$ cat src/rtl/inference_drain.sv
// ---------------------------------------------------------------------------
// inference_drain
//
// Drains NPU inference results from a small ring held in an external
// dual-port memory. The NPU writes results through port A at wr_ptr_o; this
// block reads them back in order through port B and presents each result to
// the host on a valid/ready stream. Result and drop statistics are kept
// alongside. When the ring is full and another result arrives, the oldest
// unread slot is sacrificed (overwritten by the writer).
//
// Ports:
//   clk_i            clock, all state on rising edge
//   reset_i          asynchronous active-high reset, clears all state
//   result_valid_i   one-cycle pulse per result written to port A at wr_ptr_o
//   addr_b_o         port B read address (registered)
//   re_b_o           port B read enable, one-cycle pulse (registered)
//   dout_b_i         port B read data, valid the cycle after re_b_o is sampled
//   out_data_o       inference presented to the host
//   out_valid_o      out_data_o valid
//   out_ready_i      host accept; transfer when out_valid_o && out_ready_i
//   stats_clear_i    synchronous clear of result_cnt_o/overflow_cnt_o/overflow_o
//   wr_ptr_o         next slot the NPU writes (port A address)
//   result_cnt_o     results observed, wraps modulo 2^16
//   overflow_cnt_o   dropped results, saturates at 255
//   overflow_o       sticky drop flag since reset/clear
// ---------------------------------------------------------------------------
module inference_drain #(
    parameter int ADDR_W = 2,
    parameter int DATA_W = 4
) (
    input  logic              clk_i,
    input  logic              reset_i,
    input  logic              result_valid_i,
    output logic [ADDR_W-1:0] addr_b_o,
    output logic              re_b_o,
    input  logic [DATA_W-1:0] dout_b_i,
    output logic [DATA_W-1:0] out_data_o,
    output logic              out_valid_o,
    input  logic              out_ready_i,
    input  logic              stats_clear_i,
    output logic [ADDR_W-1:0] wr_ptr_o,
    output logic [15:0]       result_cnt_o,
    output logic [7:0]        overflow_cnt_o,
    output logic              overflow_o
);

    localparam int               DEPTH     = 1 << ADDR_W;
    localparam logic [ADDR_W:0]  PEND_FULL = (ADDR_W + 1)'(DEPTH);
    localparam logic [ADDR_W:0]  PEND_ONE  = (ADDR_W + 1)'(1);
    localparam logic [ADDR_W-1:0] PTR_ONE  = ADDR_W'(1);

    typedef enum logic [1:0] {
        ST_IDLE,
        ST_READ,
        ST_WAIT,
        ST_HOLD
    } state_t;

    state_t            state_q;
    logic              re_b_q;
    logic [ADDR_W-1:0] addr_b_q;
    logic [DATA_W-1:0] out_data_q;
    logic              out_valid_q;

    logic [ADDR_W-1:0] wr_ptr_q, wr_ptr_d;
    logic [ADDR_W-1:0] rd_ptr_q, rd_ptr_d;
    logic [ADDR_W:0]   pending_q, pending_d;
    logic [15:0]       result_cnt_q, result_cnt_d;
    logic [7:0]        overflow_cnt_q, overflow_cnt_d;
    logic              overflow_q, overflow_d;

    logic              drop;
    logic              issue;

    // A result landing on a full ring overwrites the oldest unread slot.
    // The read issue is suppressed in that cycle so rd_ptr only moves once.
    assign drop  = result_valid_i && (pending_q == PEND_FULL);
    assign issue = (state_q == ST_IDLE) && (pending_q != '0) && !drop;

    // ---------------------------------------------------------------
    // Ring pointers, occupancy and statistics
    // ---------------------------------------------------------------
    always_comb begin
        wr_ptr_d       = wr_ptr_q;
        rd_ptr_d       = rd_ptr_q;
        pending_d      = pending_q;
        result_cnt_d   = result_cnt_q;
        overflow_cnt_d = overflow_cnt_q;
        overflow_d     = overflow_q;

        if (result_valid_i) begin
            wr_ptr_d = wr_ptr_q + PTR_ONE;
        end

        // issue and drop are mutually exclusive by construction
        if (issue || drop) begin
            rd_ptr_d = rd_ptr_q + PTR_ONE;
        end

        // On a drop occupancy stays at DEPTH: one entry in, one entry lost.
        if (!drop) begin
            case ({result_valid_i, issue})
                2'b10:   pending_d = pending_q + PEND_ONE;
                2'b01:   pending_d = pending_q - PEND_ONE;
                default: pending_d = pending_q;
            endcase
        end

        // Clear takes priority over any event in the same cycle.
        if (stats_clear_i) begin
            result_cnt_d   = '0;
            overflow_cnt_d = '0;
            overflow_d     = 1'b0;
        end else begin
            if (result_valid_i) begin
                result_cnt_d = result_cnt_q + 16'd1;
            end
            if (drop) begin
                overflow_d = 1'b1;
                if (overflow_cnt_q != 8'hFF) begin
                    overflow_cnt_d = overflow_cnt_q + 8'd1;
                end
            end
        end
    end

    always_ff @(posedge clk_i or posedge reset_i) begin
        if (reset_i) begin
            wr_ptr_q       <= '0;
            rd_ptr_q       <= '0;
            pending_q      <= '0;
            result_cnt_q   <= '0;
            overflow_cnt_q <= '0;
            overflow_q     <= 1'b0;
        end else begin
            wr_ptr_q       <= wr_ptr_d;
            rd_ptr_q       <= rd_ptr_d;
            pending_q      <= pending_d;
            result_cnt_q   <= result_cnt_d;
            overflow_cnt_q <= overflow_cnt_d;
            overflow_q     <= overflow_d;
        end
    end

    // ---------------------------------------------------------------
    // Read / present FSM. Once an entry has been issued it is owned here
    // until the host takes it, so overflow can never touch it.
    // ---------------------------------------------------------------
    always_ff @(posedge clk_i or posedge reset_i) begin
        if (reset_i) begin
            state_q     <= ST_IDLE;
            re_b_q      <= 1'b0;
            addr_b_q    <= '0;
            out_data_q  <= '0;
            out_valid_q <= 1'b0;
        end else begin
            re_b_q <= 1'b0;
            case (state_q)
                ST_IDLE: begin
                    if (issue) begin
                        re_b_q   <= 1'b1;
                        addr_b_q <= rd_ptr_q;
                        state_q  <= ST_READ;
                    end
                end
                ST_READ: begin
                    // memory samples re_b at the end of this cycle
                    state_q <= ST_WAIT;
                end
                ST_WAIT: begin
                    out_data_q  <= dout_b_i;
                    out_valid_q <= 1'b1;
                    state_q     <= ST_HOLD;
                end
                ST_HOLD: begin
                    if (out_ready_i) begin
                        out_valid_q <= 1'b0;
                        state_q     <= ST_IDLE;
                    end
                end
                default: begin
                    state_q <= ST_IDLE;
                end
            endcase
        end
    end

    assign addr_b_o       = addr_b_q;
    assign re_b_o         = re_b_q;
    assign out_data_o     = out_data_q;
    assign out_valid_o    = out_valid_q;
    assign wr_ptr_o       = wr_ptr_q;
    assign result_cnt_o   = result_cnt_q;
    assign overflow_cnt_o = overflow_cnt_q;
    assign overflow_o     = overflow_q;

endmodule

$ cat config.mk
export PLATFORM = sky130hd
export DESIGN_NAME = inference_drain
export DESIGN_NICKNAME = d
export VERILOG_FILES = /design/src/rtl/inference_drain.sv
export SDC_FILE = /design/constraint.sdc
export NUM_CORES = 1
export LEC_CHECK = 0
export CAP_MARGIN = 10
export CELL_PAD_IN_SITES_DETAIL_PLACEMENT = 1
export CELL_PAD_IN_SITES_GLOBAL_PLACEMENT = 2
export CORE_UTILIZATION = 29
export DETAILED_ROUTE_END_ITERATION = 16
export PLACE_DENSITY_LB_ADDON = 0.1
export SYNTH_ARGS = -nofsm -noshare
export SYNTH_HDL_FRONTEND = slang
export SYNTH_SLANG_ARGS = --single-unit
$ cat constraint.sdc
create_clock -name clk_i -period 1.9 [get_ports clk_i]
set_input_delay 0.38 -clock clk_i [delete_from_list [all_inputs] [get_ports clk_i]]
set_output_delay 0.38 -clock clk_i [all_outputs]
set_load 0.005 [all_outputs]
==> metrics.md <==
| Metric | Value |
|---|---|
| WS Path Type | `register to register` |
| Status | `complete, but fails checks` |
| Crit path capture type | `register` |
| Crit start category | `register` |
| Die H | `around 90 µm` |
| Max frequency | `roughly 510 MHz` |
| First-pass GRT wire length | `8500 µm` |
| Post-synth EDFFs | `0` |
| Synth warnings | `0` |
| Initial core utilization | `0.3031` |
| Die W | `approximately 90 µm` |
| Post-Syn Instances | `roughly 210` |
| Leakage | `between 1 and 1.5 nW` |
| Htree depth | `2` |
| Max_cap viols | `0` |
| DR pass1 iterations | `4` |
| Die ar. | `between 8000 and 9000 µm²` |
| Fillcell total | `827` |
| Worst Max-Slew Pin Slew | `roughly 0.36 ns` |
| Critical path startpoint | `pending_q[1]$_DFFE_PP0P_` |
| Worst r2r src | `pending_q[1]$_DFFE_PP0P_` |
| Total track usage | `0.1397` |
| FF-to-FF End | `pending_q[2]$_DFFE_PP0P_` |
| RSZ-0062 raised after global routing | `true` |
| Core area | `7331 µm²` |
| Async SR Flop Fraction | `1.000` |
| Initial drt markers | `66` |
| TritonCTS buffer count | `5` |
| Via density | `between 4 and 5` |
| Count of buffers from port buffering | `43` |
| DRC | `0` |
| WL final | `about 5100 µm` |
| Floorplan row count | `31` |
| Synthesis-to-layout area growth | `33.33%` |
| Synth Area per Inst | `10.68 µm²` |
| Failing checks | `setup timing` |
| Clock root buffer master | `clkbuf_8` |
| Reg2reg setup slack | `-0.05 ns` |
| Final Hold Viols | `0` |
| Top FF cell, synth | `dfrtp_1` |
| Share of layout cells above drive strength 1 | `0.1948` |
| IO Count | `between 40 and 50` |
| Crit Path Max Fanout | `3` |
| Vias in the first global route | `1708` |
| Last weighted congestion value of the routability-driven placer | `0.6806` |
| WP data required | `just over 2 ns` |
| Number of distinct library cells after synthesis | `just under 50` |
| Mapped Nets | `roughly 220` |
| Maximum vdd ir drop | `0.6041 mV` |
| FF-to-FF path depth | `7` |
| Setup TNS | `-0.04944 ns` |
| Hold-fix buffers, CTS | `0` |
| Clk sink count | `42` |
| Vias | `roughly 1700` |
| Clock buffer depth | `2` |
| Final setup skew | `slightly below 0.006 ns` |
| PD cells | `1084 nW/µm²` |
| Pin count of the biggest net entering global routing | `43` |
| Clk slew on worst S/H paths | `0.08 ns` |
| Worst setup margin | `-0.04944 ns` |
| TritonCTS clock tree | `built` |
| ANT nets after route | `0` |
| GRT Residual Overflow | `0` |
| Period minus WS final | `1.949 ns` |
| Register area share after synthesis | `0.4730` |
| Clk_lat worst skew | `approximately 0.29 ns` |
| Initial antenna violation count | `0` |
| Final period util | `1.026` |
| Slew margin rel. | `0.7563` |
| Slew Viols, Final | `0` |
| ANT cells | `0` |
| Final Core Density | `0.4042` |
| Yosys reg bits | `42` |
| Mapped Area | `~2200 µm²` |
| Final setup violation count | `1` |
| Hold WC Path Type | `input port to asynchronous set/reset pin` |
| Critical Path AT | `roughly 2.1 ns` |
| Post-DP HPWL | `about 3700 µm` |
| Layout net count | `between 200 and 300` |
| Wire per inst | `roughly 14 µm` |
==> metal layers <==
| layer | vias up | track usage | wire length (µm) |
|---|---|---|---|
| met2 | 20 | 0.2269 | 2475 |
| met4 | 0 | 0.03463 | 29 |
| met1 | 870 | 0.1909 | 2522 |
| li1 | 842 | - | - |
| met5 | - | 0 | 0 |
| met3 | 2 | 0.02770 | 112 |
==> how the worst max path moves through the flow <==
stage / to / slack [ns]
final: pending_q[2]$_DFFE_PP0P_ / -0.05
after global routing: pending_q[2]$_DFFE_PP0P_ / -0.12
after CTS: pending_q[2]$_DFFE_PP0P_ / -0.06
after detailed placement: pending_q[2]$_DFFE_PP0P_ / -0.26
after global placement: pending_q[2]$_DFFE_PP0P_ / -0.19
after floorplan: pending_q[2]$_DFFE_PP0P_ / -0.06
==> area by class of cell <==
cell class	instances	area, µm²	area share
Clock buffer	8	80.08	0.02703
Inverter	9	33.78	0.01140
Multi-Input combinational cell	146	1086	0.3666
Sequential cell	42	1054	0.3556
Tap cell	99	123.9	0.04181
Timing Repair Buffer	62	585.6	0.1976
==> state kept, by name, indices dropped and copies added (netlist names) <==
signal / cells
result_cnt_o: 16
re_b_o: 1
rd_ptr_q: 2
wr_ptr_o: 2
overflow_cnt_o: 8
out_valid_o: 1
state_q: 2
pending_q: 3
overflow_o: 1
out_data_o: 4
addr_b_o: 2
==> what timing repair did <==
action	CTS	global route
setup endpoints to repair	1	2
setup buffers	0	0
gates resized for setup	1	2
==> synthesized netlist by cell type (all sizes together), types with 4 or more instances <==
cell type	number	area (µm²)
inv	9	33.78
clkbuf	4	16.26
o21ai	8	51.30
nand3	7	35.03
mux2	8	93.84
nand2	11	41.29
nor4	5	56.31
mux2i	4	40.04
buf	7	52.54
ha	6	75.07
nor2	25	96.35
a21oi	13	68.82
xnor2	9	78.83
dfrtp	42	1051
xor2	8	70.07
nand4	7	65.06
==> power breakdown <==
group          total (mW)  internal, mW  leakage (nW)  switching (mW)
clock               0.564         0.262        0.0395           0.302
sequential           1.22          1.10         0.546           0.118
combinational        1.43         0.815         0.643           0.610
==> cell usage in the layout, fill, tap and decap left out, types with 2 or more instances in the layout <==
master and count:
clkbuf_8 5, a21oi_2 3, ha_1 5, clkbuf_1 3, clkdlybuf4s50_1 43, nand3_1 7, mux2_2 7, o21ai_0 7
dfrtp_2 2, nand4_1 5, nor2_1 24, nand2_1 11, a31oi_1 3, or3_1 3, and3_1 2, buf_4 18
nor2b_1 2, nor3_1 2, a311oi_1 2, a211oi_1 3, inv_1 8, a21oi_1 10, xnor2_1 9, xor2_1 8
nand2b_1 2, dfrtp_1 40, mux2i_1 4, nor4_2 4
==> worst max-delay path: stages, from the launching register on <==
cell and delay (ns):
dfrtp_2 0.40, or2_4 0.25, o211a_1 0.22, fa_2 0.36, and3b_1 0.20, a21oi_2 0.10
nor2_1 0.04, a221o_1 0.26
==> logic make-up after synthesis <==
family	count (synthesis)	share of synthesized area
simple gates	74	0.1965
flops	42	0.4730
compound gates	36	0.1143
buf+inv	20	0.04616
xor+xnor	17	0.06701
mux	12	0.06025
fa+ha+maj	7	0.04279
==> per-stage QoR <==
stage                     cells  total power [mW]  worst slack [ns]  hold WS (ns)  cell area (µm²)
after floorplan             208             2.054          -0.06263        0.4411             2232
after global placement      358             2.629           -0.1867        0.4603             2870
after detailed placement    358             2.656           -0.2572        0.4652             2870
after CTS                   366             3.258          -0.06437        0.4511             2955
after global routing        366             3.459           -0.1239        0.4892             2963
final                       366             3.211          -0.04944        0.4482             2963
(Power assumes the default switching activity.)
